===== src/rtl/result_sel_pipe.sv =====
// Registered N-channel result selector with fixed/round-robin grant and overflow status.
// One output register stage with valid/ready handshake; drain and reload can overlap for full throughput.
module result_sel_pipe #(
  parameter  int N_CH = 4,
  parameter  int DW   = 16,
  parameter  int CNTW = 8,
  localparam int SELW = $clog2(N_CH)
) (
  input  logic                   clk,
  input  logic                   rst_n,
  input  logic [N_CH*(DW+1)-1:0] in_data,
  input  logic [N_CH-1:0]        in_valid,
  output logic [N_CH-1:0]        in_ready,
  input  logic                   mode,
  input  logic [SELW-1:0]        sel,
  output logic [DW-1:0]          out_data,
  output logic                   out_ovf,
  output logic [SELW-1:0]        out_ch,
  output logic                   out_valid,
  input  logic                   out_ready,
  input  logic                   ovf_clr,
  output logic                   ovf_sticky,
  output logic [CNTW-1:0]        ovf_cnt
);

  localparam logic [SELW:0]   LP_NCH     = (SELW+1)'(N_CH);
  localparam logic [CNTW-1:0] LP_CNT_MAX = '1;

  logic [DW:0]       w_ch [N_CH];
  logic [2*N_CH-1:0] w_dbl;
  logic [N_CH-1:0]   w_rot;
  logic [SELW-1:0]   w_rr_off;
  logic [SELW:0]     w_rr_sum;
  logic [SELW:0]     w_rr_wrap;
  logic [SELW-1:0]   w_rr_grant;
  logic              w_rr_valid;
  logic              w_sel_ok;
  logic [SELW-1:0]   w_grant;
  logic              w_grant_valid;
  logic              w_load;
  logic [DW:0]       w_slice;
  logic [SELW:0]     w_ptr_sum;
  logic [SELW-1:0]   w_ptr_next;

  logic [SELW-1:0]   r_ptr;
  logic [DW-1:0]     r_data;
  logic              r_ovf;
  logic [SELW-1:0]   r_ch;
  logic              r_valid;
  logic              r_sticky;
  logic [CNTW-1:0]   r_cnt;

  for (genvar gi = 0; gi < N_CH; gi++) begin : g_unpack
    assign w_ch[gi] = in_data[gi*(DW+1) +: DW+1];
  end

  // Rotate valids so bit 0 is the channel at the RR pointer; the first set bit is the winner.
  assign w_dbl = {in_valid, in_valid} >> r_ptr;
  assign w_rot = w_dbl[N_CH-1:0];

  always_comb begin
    w_rr_off = '0;
    for (int k = N_CH - 1; k >= 0; k--) begin
      if (w_rot[k]) w_rr_off = k[SELW-1:0];
    end
  end

  assign w_rr_valid = |in_valid;
  assign w_rr_sum   = {1'b0, r_ptr} + {1'b0, w_rr_off};
  assign w_rr_wrap  = w_rr_sum - LP_NCH;
  assign w_rr_grant = (w_rr_sum >= LP_NCH) ? w_rr_wrap[SELW-1:0] : w_rr_sum[SELW-1:0];

  assign w_sel_ok      = ({1'b0, sel} < LP_NCH);
  assign w_grant       = mode ? w_rr_grant : sel;
  assign w_grant_valid = mode ? w_rr_valid : (w_sel_ok ? in_valid[sel] : 1'b0);
  assign w_load        = (!r_valid || out_ready) && w_grant_valid;
  assign w_slice       = w_ch[w_grant];

  assign w_ptr_sum  = {1'b0, w_grant} + 1'b1;
  assign w_ptr_next = (w_ptr_sum == LP_NCH) ? '0 : w_ptr_sum[SELW-1:0];

  for (genvar gi = 0; gi < N_CH; gi++) begin : g_ready
    assign in_ready[gi] = w_load && (w_grant == SELW'(gi));
  end

  always_ff @(posedge clk or negedge rst_n) begin
    if (!rst_n) begin
      r_ptr    <= '0;
      r_data   <= '0;
      r_ovf    <= 1'b0;
      r_ch     <= '0;
      r_valid  <= 1'b0;
      r_sticky <= 1'b0;
      r_cnt    <= '0;
    end else begin
      if (w_load) begin
        r_data  <= w_slice[DW-1:0];
        r_ovf   <= w_slice[DW];
        r_ch    <= w_grant;
        r_valid <= 1'b1;
        r_ptr   <= w_ptr_next;
      end else if (out_ready) begin
        r_valid <= 1'b0;
      end
      // An overflowed accept takes priority over a simultaneous clear.
      if (w_load && w_slice[DW]) begin
        r_sticky <= 1'b1;
        r_cnt    <= ovf_clr ? CNTW'(1) : ((r_cnt == LP_CNT_MAX) ? r_cnt : r_cnt + 1'b1);
      end else if (ovf_clr) begin
        r_sticky <= 1'b0;
        r_cnt    <= '0;
      end
    end
  end

  assign out_data   = r_data;
  assign out_ovf    = r_ovf;
  assign out_ch     = r_ch;
  assign out_valid  = r_valid;
  assign ovf_sticky = r_sticky;
  assign ovf_cnt    = r_cnt;

endmodule


===== config.mk =====
export PLATFORM = sky130hd
export DESIGN_NAME = result_sel_pipe
export DESIGN_NICKNAME = d
export VERILOG_FILES = /design/src/rtl/result_sel_pipe.sv
export SDC_FILE = /design/constraint.sdc
export NUM_CORES = 1
export LEC_CHECK = 0
export ABC_AREA = 1
export CAP_MARGIN = 20
export CORE_MARGIN = 8
export CORE_UTILIZATION = 37
export CTS_CLUSTER_SIZE = 30
export DETAILED_ROUTE_END_ITERATION = 12
export GPL_TIMING_DRIVEN = 0
export PLACE_DENSITY_LB_ADDON = 0.05
export SETUP_SLACK_MARGIN = 0.2
export SYNTH_ARGS = -nofsm -noshare
export SYNTH_HDL_FRONTEND = slang
export SYNTH_SLANG_ARGS = --single-unit
export TNS_END_PERCENT = 5

===== constraint.sdc =====
create_clock -name clk -period 2.1 [get_ports clk]
set_input_delay 0.21 -clock clk [delete_from_list [all_inputs] [get_ports clk]]
set_output_delay 0.21 -clock clk [all_outputs]
set_load 0.005 [all_outputs]

==> run summary, run 1 <==
Via density: 4.77
CTS max path bufs: 2
Worst Setup SP: in_valid[2]
FF+latch count, synth: 31
Reg power frac: 0.208
syn_area_per_cell: 6.56 sq um
starting density of the core: 0.385
kind of critical path: input port to output port
Startpoint Class: input port
Setup Skew: 0.00462 ns
Post-Place Cells: 537
vias in the first global route: 2,697
FP Rows: 28
final hold slack: -0.0117 ns
PortBufs: 110
Worst R2R End: r_ptr[0]
Clock Power Share: 0.111
endpoints failing hold: 31
WP buf/inv: 6
Final Critical Period: 2.81 ns
Cell Int Power: 0.00270 W
status: finished with violations
Hold Buf Count CTS: 0
Clock Latency Late Sink: 0.28 ns
static leakage power: 1.86 nW
Die W: 95.0 um
number of H-tree levels: 2
routed len/inst: 14.2 um
Sw Pwr: 0.00201 W
Final #Nets: 569
R2R Path Start: r_ptr[0]
initial drt markers: 83
worst slew pin tran: 0.725 ns
Synth Cell Area: 2310 sq um
switch share: 0.427
Seq/Total Area, Yosys: 0.336
Area growth, synth to finish: 70.4%
Global Route Usage Sum: 0.181
fin area: 3930 sq um
Cells after Synth: 352
Critical Path Most Common Cell: nand2_1
clock sinks: 31
worst min path class: input port to async pin
clock input transition at the sequential cells of the worst setup and hold paths: 0.07 ns
Synthesis Warnings: 0
DRC viols: 0
Die H: 95.0 um
violated checks: hold timing, setup timing
WP data arrival: 2.60 ns
crit-path cells: clkdlybuf4s50_1, nand2_1, nand3_1, nand2_1, a21boi_2, ha_2, xor2_2, nand3_1, nand2_1, nand2_2, nand2_4, inv_8, buf_8, buf_6, ha_4, inv_2, nor2_2, buf_2
CTS Root Cell: clkbuf_8
initial antenna violation count: 0
Fin Setup TNS: -11.17 ns
Critical Path Slowest Stage Cell: clkdlybuf4s50_1
layout cells sized above 1: 0.200
Placed Area: 3550 sq um
Top delay family on crit path: buffers and inverters
Worst Reg2Reg Path Length in Cells: 18
global-route wire length before repair: 12.9 mm
largest net degree at the start of global routing: 32
core area: 5990 sq um
R2R Setup Slk: -0.49 ns
Worst Setup EP: in_ready[3]
Final HPWL DP: 5.88 mm
I/O Pins: 112
Stages on worst setup path: 18
Slew Limit Headroom: 0.517
final setup violation count: 33
crit end category: output port
most common cell after layout, fill and taps aside: nand2_1
MaxCap Viol Count: 0
fmax: 356 MHz
unrepaired setup endpoints after global routing: yes
Initial DRT Pass Iterations: 4
Final period util: 1.34
area of the die: 9020 sq um
Slew Viols, Final: 0
largest stage delay on the critical path: 0.59 ns
Max IR drop VDD: 0.660 mV
Antenna Nets Post-Route: 0
Num CTS Buffers: 5
most frequent cells in the layout: nand2_1, clkdlybuf4s50_1, nor2_1, nand3_1, dfrtp_1
worst setup margin: -0.708 ns
Post-Syn Nets: 438
PwrDens: 1200 nW/um^2
WL final: 7.91 mm
Synth cell types: 31
diode count: 0
routed via count: 2,668
Overflow after GRT: 0
crit path max fanout: 4
non-filler cells in the finished layout: 559
GP Congestion: 0.835
Crit path required time: 1.89 ns
Gate power share: 0.681
TritonCTS clock tree: done
-- timing repair --
action | CTS | global route
buffers inserted | 13 | 1
pin swaps | 12 | 5
cloned | 0 | 0
setup endpoints to repair | 34 | 35
resized for setup | 78 | 10
-- power groups by stage --
stage | clock (W) | sequential [W] | combinational [W]
2_1_floorplan | 0 | 0.000994 | 0.00152
3_3_place_gp | 0 | 0.000981 | 0.00256
3_5_place_dp | 0 | 0.000986 | 0.00259
4_1_cts | 0.000539 | 0.000979 | 0.00316
5_1_grt | 0.000561 | 0.00101 | 0.00356
6_report | 0.000522 | 0.000981 | 0.00321
-- flip-flops by register name, indices dropped and copies added, names as in the netlist --
register,cells
ovf_cnt,8
ovf_sticky,1
out_ch,2
r_ptr,2
out_ovf,1
out_data,16
out_valid,1
-- area by class of cell --
cell class,count,area (sq um)
Tap cell,75,93.8
Multi-Input combinational cell,280,1480
Inverter,24,103
Clock buffer,8,100
Timing Repair Buffer,124,1210
Fill cell,544,2060
Sequential cell,31,778
Buffer,17,170
-- worst min path at each step --
stage | end | slack (ns) | cells past startpoint
finish | ovf_cnt[0] | -0.01 | 1
global route | ovf_cnt[7] | 0.04 | 1
floorplan | out_ch[0] | -0.09 | 0
CTS | ovf_cnt[2] | 0.007 | 1
global placement | ovf_sticky | 0.46 | 2
detailed placement | ovf_cnt[2] | 0.32 | 1
-- worst register-to-register path, delay by kind of cell, from the launching register on --
family / cells / cell delay [ns]
buffers and inverters: 6 / 0.67
AND/OR/NAND/NOR: 7 / 0.59
adder cells (fa/ha/maj): 2 / 0.39
flip-flops: 1 / 0.47
AO/OA/AOI/OAI: 2 / 0.25
XOR/XNOR: 1 / 0.15
-- stage by stage --
stage / util / worst slack, ns / total power [W] / hold WS (ns)
6_report: 0.657 / -0.708 / 0.00471 / -0.0117
5_1_grt: 0.657 / -0.885 / 0.00513 / 0.0438
4_1_cts: 0.651 / -0.692 / 0.00468 / 0.00666
3_5_place_dp: 0.592 / -1.17 / 0.00358 / 0.319
3_3_place_gp: 0.593 / -1.11 / 0.00354 / 0.464
2_1_floorplan: - / -0.138 / 0.00251 / -0.0856
-- per-layer routing --
metal | up-vias | wire length [um] | global-route usage
met2 | 79 | 4010 | 0.322
met1 | 1192 | 3190 | 0.196
li1 | 1391 | - | -
met4 | 0 | 54 | 0.0429
met3 | 6 | 657 | 0.0722
met5 | - | 0 | 0
-- logic make-up (layout without fill, tap and decap cells) --
family	after synthesis	after routing	share of synthesized area
simple gates	226	226	0.408
fa+ha+maj	7	7	0.0379
compound gates	44	44	0.117
flops	31	31	0.336
xor+xnor	3	3	0.0114
buf+inv	41	173	0.0905
-- synthesized netlist by cell type (all sizes together) --
cell type | instances | area [sq um]
clkbuf | 8 | 43.8
o2111ai | 3 | 26.3
o31a | 1 | 8.76
nand4 | 4 | 31.3
ha | 7 | 87.6
o21ai | 36 | 210
nor2 | 38 | 143
nor3b | 2 | 15.0
dfrtp | 31 | 776
xor2 | 2 | 17.5
o22ai | 1 | 6.26
a21boi | 1 | 7.51
xnor2 | 1 | 8.76
buf | 9 | 75.1
clkinv | 1 | 3.75
nand3 | 37 | 185
nand2 | 145 | 567
inv | 23 | 86.3
a21oi | 2 | 10.0
Power figures use the tool's default switching activity.
==> inputs of run 2 (changes only) <==
Settings changed: HOLD_SLACK_MARGIN set to 0.02.
==> run summary, run 2 (synthesized netlist as in run 1, its figures left out) <==
I/O Pins: 112 (unchanged)
Placed Area: 3550 sq um (unchanged)
WP data arrival: 2.60 ns (about the same)
crit path max fanout: 4 (unchanged)
Via density: 4.78 (was 4.77)
most common cell after layout, fill and taps aside: nand2_1 (unchanged)
Die W: 95.0 um (unchanged)
core area: 5990 sq um (unchanged)
crit end category: output port (unchanged)
static leakage power: 1.86 nW (about the same)
Setup Skew: 0.00447 ns (was 0.00462 ns)
diode count: 0 (unchanged)
final setup violation count: 33 (unchanged)
vias in the first global route: 2,697 (unchanged)
Slew Viols, Final: 0 (unchanged)
fillcell total: 543 (was 544)
Final #Nets: 570 (was 569)
global-route wire length before repair: 12.9 mm (unchanged)
violated checks: setup timing (was hold timing, setup timing)
Fin Setup TNS: -11.31 ns (was -11.17 ns)
Antenna Nets Post-Route: 0 (unchanged)
fmax: 355 MHz (was 356 MHz)
Largest register FFs: 16 (unchanged)
kind of critical path: input port to output port (unchanged)
non-filler cells in the finished layout: 560 (was 559)
Crit path required time: 1.89 ns (about the same)
CTS max path bufs: 2 (unchanged)
MaxCap Viol Count: 0 (unchanged)
PwrDens: 1200 nW/um^2 (about the same)
status: finished with violations (unchanged)
most frequent cells in the layout: nand2_1, clkdlybuf4s50_1, nor2_1, nand3_1, dfrtp_1 (unchanged)
area of the die: 9020 sq um (unchanged)
R2R Path Start: r_ptr[0] (unchanged)
Worst Setup SP: in_valid[2] (unchanged)
unrepaired setup endpoints after global routing: yes (unchanged)
clock sinks: 31 (unchanged)
Max IR drop VDD: 0.660 mV (about the same)
Util after Layout: 0.658 (was 0.657)
routed via count: 2,674 (was 2,668)
Num CTS Buffers: 5 (unchanged)
fin area: 3940 sq um (was 3930 sq um)
Post-Place Cells: 537 (unchanged)
Slew Limit Headroom: 0.515 (was 0.517)
worst slew pin tran: 0.727 ns (was 0.725 ns)
worst min path class: input port to flip-flop (was input port to async pin)
WL final: 7.92 mm (was 7.91 mm)
worst setup margin: -0.713 ns (was -0.708 ns)
min-delay src: ovf_clr
starting density of the core: 0.385 (unchanged)
PortBufs: 110 (unchanged)
Startpoint Class: input port (unchanged)
GP Congestion: 0.835 (unchanged)
Clock Latency Late Sink: 0.28 ns (about the same)
clock input transition at the sequential cells of the worst setup and hold paths: 0.07 ns (about the same)
Final Critical Period: 2.81 ns (about the same)
largest net degree at the start of global routing: 32 (unchanged)
initial antenna violation count: 0 (unchanged)
DRC viols: 0 (unchanged)
Final period util: 1.34 (about the same)
Initial DRT Pass Iterations: 4 (unchanged)
Overflow after GRT: 0 (unchanged)
number of H-tree levels: 2 (unchanged)
Global Route Usage Sum: 0.181 (unchanged)
TritonCTS clock tree: done (unchanged)
Die H: 95.0 um (unchanged)
Final HPWL DP: 5.88 mm (unchanged)
routed len/inst: 14.1 um (was 14.2 um)
endpoints failing hold: 0 (was 31)
CTS Root Cell: clkbuf_8 (unchanged)
Area growth, synth to finish: 70.8% (was 70.4%)
FP Rows: 28 (unchanged)
initial drt markers: 90 (was 83)
layout cells sized above 1: 0.200 (about the same)
-- run 2: cell count changes in the layout (fill, tap and decap cells not counted), sizes merged --
cell,previous run,this run
dlygate4sd3,0,1
-- run 2: worst paths after layout --
path | to | slack (ns) | cells after the start
setup reg to reg | r_ptr[0] | -0.49 | 18
max in group asynchronous | r_ptr[1] | 1.07 | 2
setup / recovery | in_ready[3] | -0.71 | 18
min in group asynchronous | ovf_cnt[0] | 0.52 | 2
hold reg to reg | out_data[10] | 0.48 | 2
hold / removal | ovf_cnt[4] | 0.22 | 4
-- run 2: timing repair --
item                       4_1_cts  5_1_grt
gates resized for setup         78       10
pin swaps                       12        5
hold endpoints to repair        27        0
hold buffers                     1        0
buffers inserted                13        1
setup endpoints to repair       34       35
-- run 2: per-stage QoR --
stage / setup slack (ns) / total power, W / hold WS [ns]
2_1_floorplan: -0.138 / 0.00251 / -0.0856
3_3_place_gp: -1.11 / 0.00354 / 0.464
3_5_place_dp: -1.17 / 0.00358 / 0.319
4_1_cts: -0.692 / 0.00468 / 0.208
5_1_grt: -0.885 / 0.00513 / 0.228
6_report: -0.713 / 0.00472 / 0.215
-- run 2: worst max-delay path, stage by stage --
cell and delay [ns]:
clkdlybuf4s50_1 0.59, nand2_1 0.13, nand3_1 0.10, nand2_1 0.09, a21boi_2 0.16, ha_2 0.20, xor2_2 0.16, nand3_1 0.10
nand2_1 0.08, nand2_2 0.07, nand2_4 0.11, inv_8 0.04, buf_8 0.12, buf_6 0.11, ha_4 0.14, inv_2 0.04
nor2_2 0.03, buf_2 0.13
-- run 2: final cells by class --
cell class	instances	area, sq um	area share
repair buffers	125	1220	0.310
well taps	75	93.8	0.0238
multi-input cells	280	1480	0.374
plain buffers	17	170	0.0431
clock buffers	8	100	0.0254
flip-flops and latches	31	778	0.197
inverters	24	103	0.0260
-- run 2: routing by layer --
| layer | GRT usage | vias to the layer above | part of all wire |
|---|---|---|---|
| li1 | - | 1392 | - |
| met1 | 0.196 | 1192 | 0.40 |
| met2 | 0.322 | 84 | 0.51 |
| met3 | 0.0722 | 6 | 0.088 |
| met4 | 0.0429 | 0 | 0.0066 |
| met5 | 0 | - | 0 |
-- run 2: where the power goes --
group          internal [W]  total (W)  switching, W
registers          0.000830   0.000981      0.000151
logic               0.00157    0.00322       0.00164
clock network      0.000299   0.000523      0.000224
total               0.00270    0.00472       0.00202
